$ cat src/rtl/shift_pkg.sv
// Shared opcode encoding and helpers for the pipelined shift unit.
package shift_pkg;

    localparam int SHIFT_OP_W = 3;

    typedef enum logic [SHIFT_OP_W-1:0] {
        OP_SLL = 3'd0,
        OP_SRL = 3'd1,
        OP_SRA = 3'd2,
        OP_ROL = 3'd3,
        OP_ROR = 3'd4
    } shift_op_e;

    function automatic logic shift_is_rotate(input shift_op_e op);
        return (op == OP_ROL) || (op == OP_ROR);
    endfunction

endpackage

$ cat src/rtl/shift_stage.sv
// One registered 2^K shift step of the barrel shifter; holds its state while i_hold is set.
module shift_stage
    import shift_pkg::*;
#(
    parameter int N = 8,
    parameter int K = 0
) (
    input  logic                  clk,
    input  logic                  rst,
    input  logic                  i_hold,
    input  logic                  i_valid,
    input  logic [SHIFT_OP_W-1:0] i_op,
    input  logic                  i_sel,
    input  logic                  i_sign,
    input  logic [N-1:0]          i_data,
    output logic                  o_valid,
    output logic [N-1:0]          o_data
);

    localparam int S = 1 << K;

    logic [N-1:0] w_shift;
    logic         r_valid;
    logic [N-1:0] r_data;

    always_comb begin
        w_shift = i_data;
        if (i_sel) begin
            case (shift_op_e'(i_op))
                OP_SLL:  w_shift = {i_data[N-S-1:0], {S{1'b0}}};
                OP_SRL:  w_shift = {{S{1'b0}}, i_data[N-1:S]};
                // Fill comes from the sign captured at input, not from this stage's data
                OP_SRA:  w_shift = {{S{i_sign}}, i_data[N-1:S]};
                OP_ROL:  w_shift = {i_data[N-S-1:0], i_data[N-1:N-S]};
                OP_ROR:  w_shift = {i_data[S-1:0], i_data[N-1:S]};
                default: w_shift = '0;
            endcase
        end
    end

    always_ff @(posedge clk) begin
        if (rst) begin
            r_valid <= 1'b0;
            r_data  <= '0;
        end else if (!i_hold) begin
            r_valid <= i_valid;
            r_data  <= w_shift;
        end
    end

    assign o_valid = r_valid;
    assign o_data  = r_data;

endmodule

$ cat src/rtl/shift_unit_pipelined.sv
// Pipelined SLL/SRL/SRA/ROL/ROR barrel shifter, log2(N) stages, valid/ready with full backpressure.
// Define SHIFT_UNIT_FLAGS_EN to add the out_zero/out_carry flag outputs.
module shift_unit_pipelined
    import shift_pkg::*;
#(
    parameter int N       = 8,
    parameter int SHAMT_W = 8
) (
    input  logic                  clk,
    input  logic                  rst,
    input  logic                  in_valid,
    output logic                  in_ready,
    input  logic [SHIFT_OP_W-1:0] in_op,
    input  logic [N-1:0]          in_a,
    input  logic [SHAMT_W-1:0]    in_shamt,
    output logic                  out_valid,
    input  logic                  out_ready,
    output logic [N-1:0]          out_data
`ifdef SHIFT_UNIT_FLAGS_EN
    ,
    output logic                  out_zero,
    output logic                  out_carry
`endif
);

    localparam int L = $clog2(N);

    logic                 w_adv;
    logic                 w_oor;
    logic [N-1:0]         w_n_data;
    logic [L-1:0]         w_n_amt;
    logic                 w_n_sign;
    logic [L:0]           w_valid;
    logic [L:0][N-1:0]    w_data;

    assign w_adv    = !out_valid || out_ready;
    assign in_ready = w_adv;
    assign w_oor    = |in_shamt[SHAMT_W-1:L];

    // Out-of-range amounts and illegal ops are resolved here so stages only see 0..N-1
    always_comb begin
        w_n_data = in_a;
        w_n_amt  = in_shamt[L-1:0];
        w_n_sign = in_a[N-1];
        case (shift_op_e'(in_op))
            OP_SLL, OP_SRL: if (w_oor) begin
                w_n_data = '0;
                w_n_amt  = '0;
            end
            OP_SRA: if (w_oor) begin
                w_n_data = {N{in_a[N-1]}};
                w_n_amt  = '0;
            end
            OP_ROL, OP_ROR: ;
            default: begin
                w_n_data = '0;
                w_n_amt  = '0;
            end
        endcase
    end

    assign w_valid[0] = in_valid;
    assign w_data[0]  = w_n_data;

    for (genvar k = 0; k < L; k++) begin : g_stage
        logic [SHIFT_OP_W-1:0] w_op;
        logic                  w_sign;
        logic [L-1:k]          w_amt;

        if (k == 0) begin : g_head
            assign w_op   = in_op;
            assign w_sign = w_n_sign;
            assign w_amt  = w_n_amt;
        end else begin : g_ctl
            // Amount bits already consumed upstream are dropped, so each stage keeps only [L-1:k]
            logic [SHIFT_OP_W-1:0] r_op;
            logic                  r_sign;
            logic [L-1:k]          r_amt;
            always_ff @(posedge clk) begin
                if (rst) begin
                    r_op   <= '0;
                    r_sign <= 1'b0;
                    r_amt  <= '0;
                end else if (w_adv) begin
                    r_op   <= g_stage[k-1].w_op;
                    r_sign <= g_stage[k-1].w_sign;
                    r_amt  <= g_stage[k-1].w_amt[L-1:k];
                end
            end
            assign w_op   = r_op;
            assign w_sign = r_sign;
            assign w_amt  = r_amt;
        end

        shift_stage #(.N(N), .K(k)) u_stage (
            .clk     (clk),
            .rst     (rst),
            .i_hold  (!w_adv),
            .i_valid (w_valid[k]),
            .i_op    (w_op),
            .i_sel   (w_amt[k]),
            .i_sign  (w_sign),
            .i_data  (w_data[k]),
            .o_valid (w_valid[k+1]),
            .o_data  (w_data[k+1])
        );
    end

    assign out_valid = w_valid[L];
    assign out_data  = w_data[L];

`ifdef SHIFT_UNIT_FLAGS_EN
    logic [L-1:0] w_lo;
    logic [L-1:0] w_idx_dn;
    logic [L-1:0] w_idx_up;
    logic         w_n_carry;
    logic [L-1:0] r_carry;

    assign w_lo     = in_shamt[L-1:0];
    assign w_idx_dn = w_lo - L'(1);
    assign w_idx_up = L'(0) - w_lo;

    // Last bit shifted out; for rotates this is the bit that lands at the wrap-around end
    always_comb begin
        w_n_carry = 1'b0;
        if (in_shamt != '0) begin
            case (shift_op_e'(in_op))
                OP_SLL:  w_n_carry = !w_oor && in_a[w_idx_up];
                OP_SRL:  w_n_carry = !w_oor && in_a[w_idx_dn];
                OP_SRA:  w_n_carry = w_oor ? in_a[N-1] : in_a[w_idx_dn];
                OP_ROL:  w_n_carry = in_a[w_idx_up];
                OP_ROR:  w_n_carry = in_a[w_idx_dn];
                default: w_n_carry = 1'b0;
            endcase
        end
    end

    always_ff @(posedge clk) begin
        if (rst)        r_carry <= '0;
        else if (w_adv) r_carry <= {r_carry[L-2:0], w_n_carry};
    end

    assign out_carry = r_carry[L-1];
    assign out_zero  = out_valid && (out_data == '0);
`endif

    a_legal_op: assert property (@(posedge clk) disable iff (rst)
        (in_valid && in_ready) |-> (in_op <= SHIFT_OP_W'(OP_ROR)));

endmodule

$ cat config.mk
export PLATFORM = sky130hd
export DESIGN_NAME = shift_unit_pipelined
export DESIGN_NICKNAME = d
export VERILOG_FILES = /design/src/rtl/shift_pkg.sv /design/src/rtl/shift_stage.sv /design/src/rtl/shift_unit_pipelined.sv
export SDC_FILE = /design/constraint.sdc
export NUM_CORES = 1
export LEC_CHECK = 0
export ABC_AREA = 1
export CELL_PAD_IN_SITES_DETAIL_PLACEMENT = 0
export CELL_PAD_IN_SITES_GLOBAL_PLACEMENT = 1
export CORE_MARGIN = 10
export CORE_UTILIZATION = 42
export CTS_BUF_LIST = sky130_fd_sc_hd__clkbuf_4 sky130_fd_sc_hd__clkbuf_8
export DETAILED_ROUTE_END_ITERATION = 12
export PLACE_DENSITY_LB_ADDON = 0.1
export SLEW_MARGIN = 20
export SYNTH_ARGS = -nofsm -noshare
export SYNTH_HDL_FRONTEND = slang
export SYNTH_SLANG_ARGS = --single-unit
$ cat constraint.sdc
create_clock -name clk -period 4.65 [get_ports clk]
set_clock_uncertainty 0.2 [all_clocks]
set_input_delay 0.93 -clock clk [delete_from_list [all_inputs] [get_ports clk]]
set_output_delay 0.93 -clock clk [all_outputs]
set_load 0.02 [all_outputs]
======== Word level (Yosys, flattened, before mapping) ========
Cells that the tools add are included.
storage, ports and cells
  bits in registers ....................... 38
  bits of input ports ..................... 23
cells by class
  equal/unequal tests ..................... 12
  muxes and demuxes ....................... 11
  reduce and logical (&&, ||, !) cells .... 10
operator list
  cell                                           count
  one-hot mux 8 bit (5 select lines)             2
  two-way mux 8 bit                              4
  one-hot mux 8 bit (4 select lines)             1
  one-hot mux 8 bit (3 select lines)             1
  == test 3 x 2 -> 1 bit, second input constant  6
  == test 3 x 1 -> 1 bit, second input constant  3
  == test 3 bit, second input constant           3
  zero test 3 bit                                3
  two-way mux 7 bit                              1
  one-hot mux 3 bit (2 select lines)             1
  OR reduction 2 bit                             3
  OR reduction 5 bit                             1
  two-way mux 3 bit                              1
  OR reduction 3 bit                             1
  zero test 1 bit                                1
  logical OR 1 bit                               1

======== Longest topological paths before layout ========
  word-level depth ........................ 5
  gate-level depth with buffers ........... 10
  mapped depth without buffers ............ 10

======== Modules after synthesis ========
Synthesis repeated with hierarchy kept, for this count alone.
unflattened totals
  cells, all modules ...................... 329
  area, all modules ....................... 2282.2 sq um
modules (own cells, without submodules)
  module                             times used  cells each  area an instance (sq um)
  shift_stage at g_stage[1].u_stage  1           90          650.6
  shift_stage at g_stage[0].u_stage  1           89          590.6
  shift_unit_pipelined               1           85          576.8
  shift_stage at g_stage[2].u_stage  1           65          464.2

======== Least setup slack after synthesis ========
OpenSTA, ideal clock, no wires.
  path kind ............................... input-to-output
  start point ............................. input port out_ready
  end point ............................... output port in_ready
  data arrival time ....................... 1.601 ns
  data required time ...................... 3.520 ns
  setup slack ............................. 1.919 ns
  cell stages on the path ................. 3
  buffers on the path ..................... 1
  cells stage by stage .................... nor2_1 clkinv_1 clkbuf_1
between the ends
  word-level cells in the longest chain between the ends .. 1
RTL lines
  element           RTL line                    RTL
  from (decl)       shift_unit_pipelined.sv:17  input logic out_ready,
  logical OR 1 bit  shift_unit_pipelined.sv:36  assign w_adv = !out_valid || out_ready;
  to (decl)         shift_unit_pipelined.sv:12  output logic in_ready,
Every way passes these cells.

======== Final worst setup path ========
Same ends and word-level chain as after synthesis.

==> summary.txt <==
Run status
  – Status: complete, no violations

Worst setup path
  – Worst Path Required: 3.52 ns
  – CP Launch Type: input pin
  – Critical path fanouts, max: 23
  – Slowest-stage cell, CP: clkdlybuf4s50_1
  – Worst path buffer plus inverter count: 4
  – WP data arrival: 2.35 ns
  – CP most frequent cell: clkdlybuf4s50_1
  – CP delay by family, top: buffers and inverters
  – Worst setup EP type: output port
  – Crit-path max cell delay: 0.55 ns
  – Worst R2R Setup Slack: 2.85 ns
  – Critical path class: input pin to output port
  – CP Cell Sequence: clkdlybuf4s50_1, nor2_1, buf_4, clkinv_1, clkdlybuf4s50_1

Place
  – RD Place Congestion: 0.854
  – IO buf count: 32
  – Dpl hpwl: 3880 µm
  – Dpl cells: 411

Die
  – Ports: 33
  – Die Span X: 91.2 µm
  – Starting Density: 44.2%
  – Die ar.: 0.00832 mm²
  – Core box area: 0.00482 mm²
  – FP Rows: 25
  – Die Y: 91.2 µm

Detailed routing
  – DR vias: 2089
  – Final WL: 5210 µm
  – Antenna viol nets, final: 0
  – First drt pass iteration count: 4
  – Initial DRC Count: 129
  – DRC: 0
  – WL/cell: 12.4 µm
  – Number of vias per cell: 4.99

Logic synthesis
  – Post-synth EDFFs: 0
  – Top_reg_cell synth: dfxtp_1
  – Cells after synthesis: 321
  – #FFs+latches synth: 38
  – Post-synthesis sequential area ratio: 35.7%
  – Syn Area/Cell: 6.64 µm²
  – Post-Syn Area: 0.00213 mm²
  – Mapped Nets: 344
  – Synth cell types: 27
  – Async SR Flop Fraction: 0%
  – Synth Warn #: 0

Finish
  – Diode count: 0
  – Final nets: 374
  – Reg area: 761 µm²
  – Share of cells above drive strength 1: 11.4%
  – Finished Layout Cells: 419
  – Most frequent cells in the layout: nand2_1, o21ai_0, dfxtp_1, clkdlybuf4s50_1, inv_1
  – Area growth from synthesis to layout: 22.1%
  – Fillers: 521
  – Multi-input gate area: 0.00120 mm²
  – Commonest non-fill, non-tap cell in the layout: nand2_1

Power
  – Leak: 1.04 nW
  – PD cells: 286 mW/mm²
  – Max IR drop VDD: 0.118 mV

STA
  – Setup TNS: 0 ns
  – Max-slew violation count: 0
  – Fin crit period: 3.48 ns
  – Measured slew at the worst slew-check pin: 0.860 ns
  – RSZ-0062 raised after global routing: false
  – Slew headroom: 42.6%
  – Fmax: 288 MHz
  – Worst Hold Slack: 0.276 ns
  – # setup viols final: 0
  – Final period util: 74.7%
  – Endpoints failing hold: 0

Clock tree
  – Num CTS Buffers: 5
  – H-Tree Depth: 2
  – Clk_lat worst skew: 0.28 ns
  – CTS tree: built
  – Worst-case clock buffer depth: 2
  – Cts hold-fix bufs: 0
  – CTS clk-pin slew, worst paths: 0.07 ns
  – Sink Count: 38
  – CTS root buffer: clkbuf_8
  – Post-CTS setup buffer count: 0
  – Post-CTS resize count: 0

GRT
  – Tot GR Track Use: 12.7%
  – Vias in the first global route: 2072
  – First-pass GRT wire length: 9170 µm
  – Largest net degree at the start of global routing: 54
  – Initial antenna violation count: 0
  – GRT overflow: 0

Job
  – Max-capacitance violation count: 0

Min path
  – Hold WC Path Type: register to register
-- final cells by class --
| type | instances | area share (%) |
|---|---|---|
| flip-flops and latches | 38 | 29.2 |
| clock inverters | 1 | 0.192 |
| well taps | 67 | 3.22 |
| inverters | 33 | 4.95 |
| clock buffers | 7 | 3.46 |
| repair buffers | 34 | 12.9 |
| multi-input cells | 239 | 46.1 |
-- worst paths after layout --
path | start | end | depth (start not counted)
hold reg to reg | g_stage[1].u_stage.o_valid$_SDFFE_PP0P_ | g_stage[1].u_stage.o_valid$_SDFFE_PP0P_ | 2
hold / removal | g_stage[1].u_stage.o_valid$_SDFFE_PP0P_ | g_stage[1].u_stage.o_valid$_SDFFE_PP0P_ | 2
setup reg to reg | g_stage[2].u_stage.o_valid$_SDFFE_PP0P_ | g_stage[1].g_ctl.r_amt[2]$_SDFFE_PP0P_ | 8
setup / recovery | out_ready | in_ready | 5
-- kinds of logic (layout without fill, tap and decap cells) --
group / Yosys count / count (layout) / share of synthesized area (%)
simple gates: 137 / 137 / 29.1
compound gates: 102 / 102 / 27.2
buf+inv: 44 / 75 / 8.04
flops: 38 / 38 / 35.7
-- power by group --
part	total [mW]	internal [mW]	switching (mW)
sequential	0.363	0.346	0.0168
clock	0.237	0.125	0.111
combinational	0.145	0.0601	0.0848
-- flip-flops by register name (all words and copies together) (netlist names) --
signal	count
g_stage.u_stage.o_valid	3
g_stage.g_ctl.r_amt	3
g_stage.u_stage.o_data	24
g_stage.g_ctl.r_sign	2
g_stage.g_ctl.r_op	6
-- layer usage --
| metal | global-route usage, % | part of all wire [%] | wire, µm | up-vias |
|---|---|---|---|---|
| met1 | 14.5 | 46 | 2420 | 907 |
| li1 | - | - | - | 1142 |
| met4 | 5.09 | 1.9 | 99 | 0 |
| met5 | 0 | 0 | 0 | - |
| met3 | 3.05 | 4.0 | 206 | 7 |
| met2 | 22.4 | 48 | 2490 | 33 |
-- synth_stat cells, drive strengths merged (4+ instances only) --
cell type | count | area share [%]
o21ai | 49 | 13
nand2 | 95 | 19
nand4 | 4 | 1.2
nor3 | 4 | 1.5
nand3 | 13 | 3.3
nor2 | 21 | 4.1
inv | 30 | 5.5
a21oi | 26 | 6.5
clkbuf | 8 | 1.4
a31oi | 18 | 5.3
dfxtp | 38 | 36
o22ai | 5 | 1.5
-- stage by stage --
step | utilization, % | area, µm² | total power, mW | setup slack, ns
2_1_floorplan | - | 2130 | 0.461 | 1.92
3_3_place_gp | 52.1 | 2510 | 0.515 | 1.19
3_5_place_dp | 52.1 | 2510 | 0.515 | 1.16
4_1_cts | 54.0 | 2600 | 0.749 | 1.15
5_1_grt | 54.0 | 2600 | 0.785 | 1.07
6_report | 54.0 | 2600 | 0.745 | 1.17
-- worst min-delay path, stage by stage, from the launching register on --
cell	delay, ns
dfxtp_1	0.30
inv_1	0.07
a21oi_1	0.06
(Power assumes the default switching activity.)
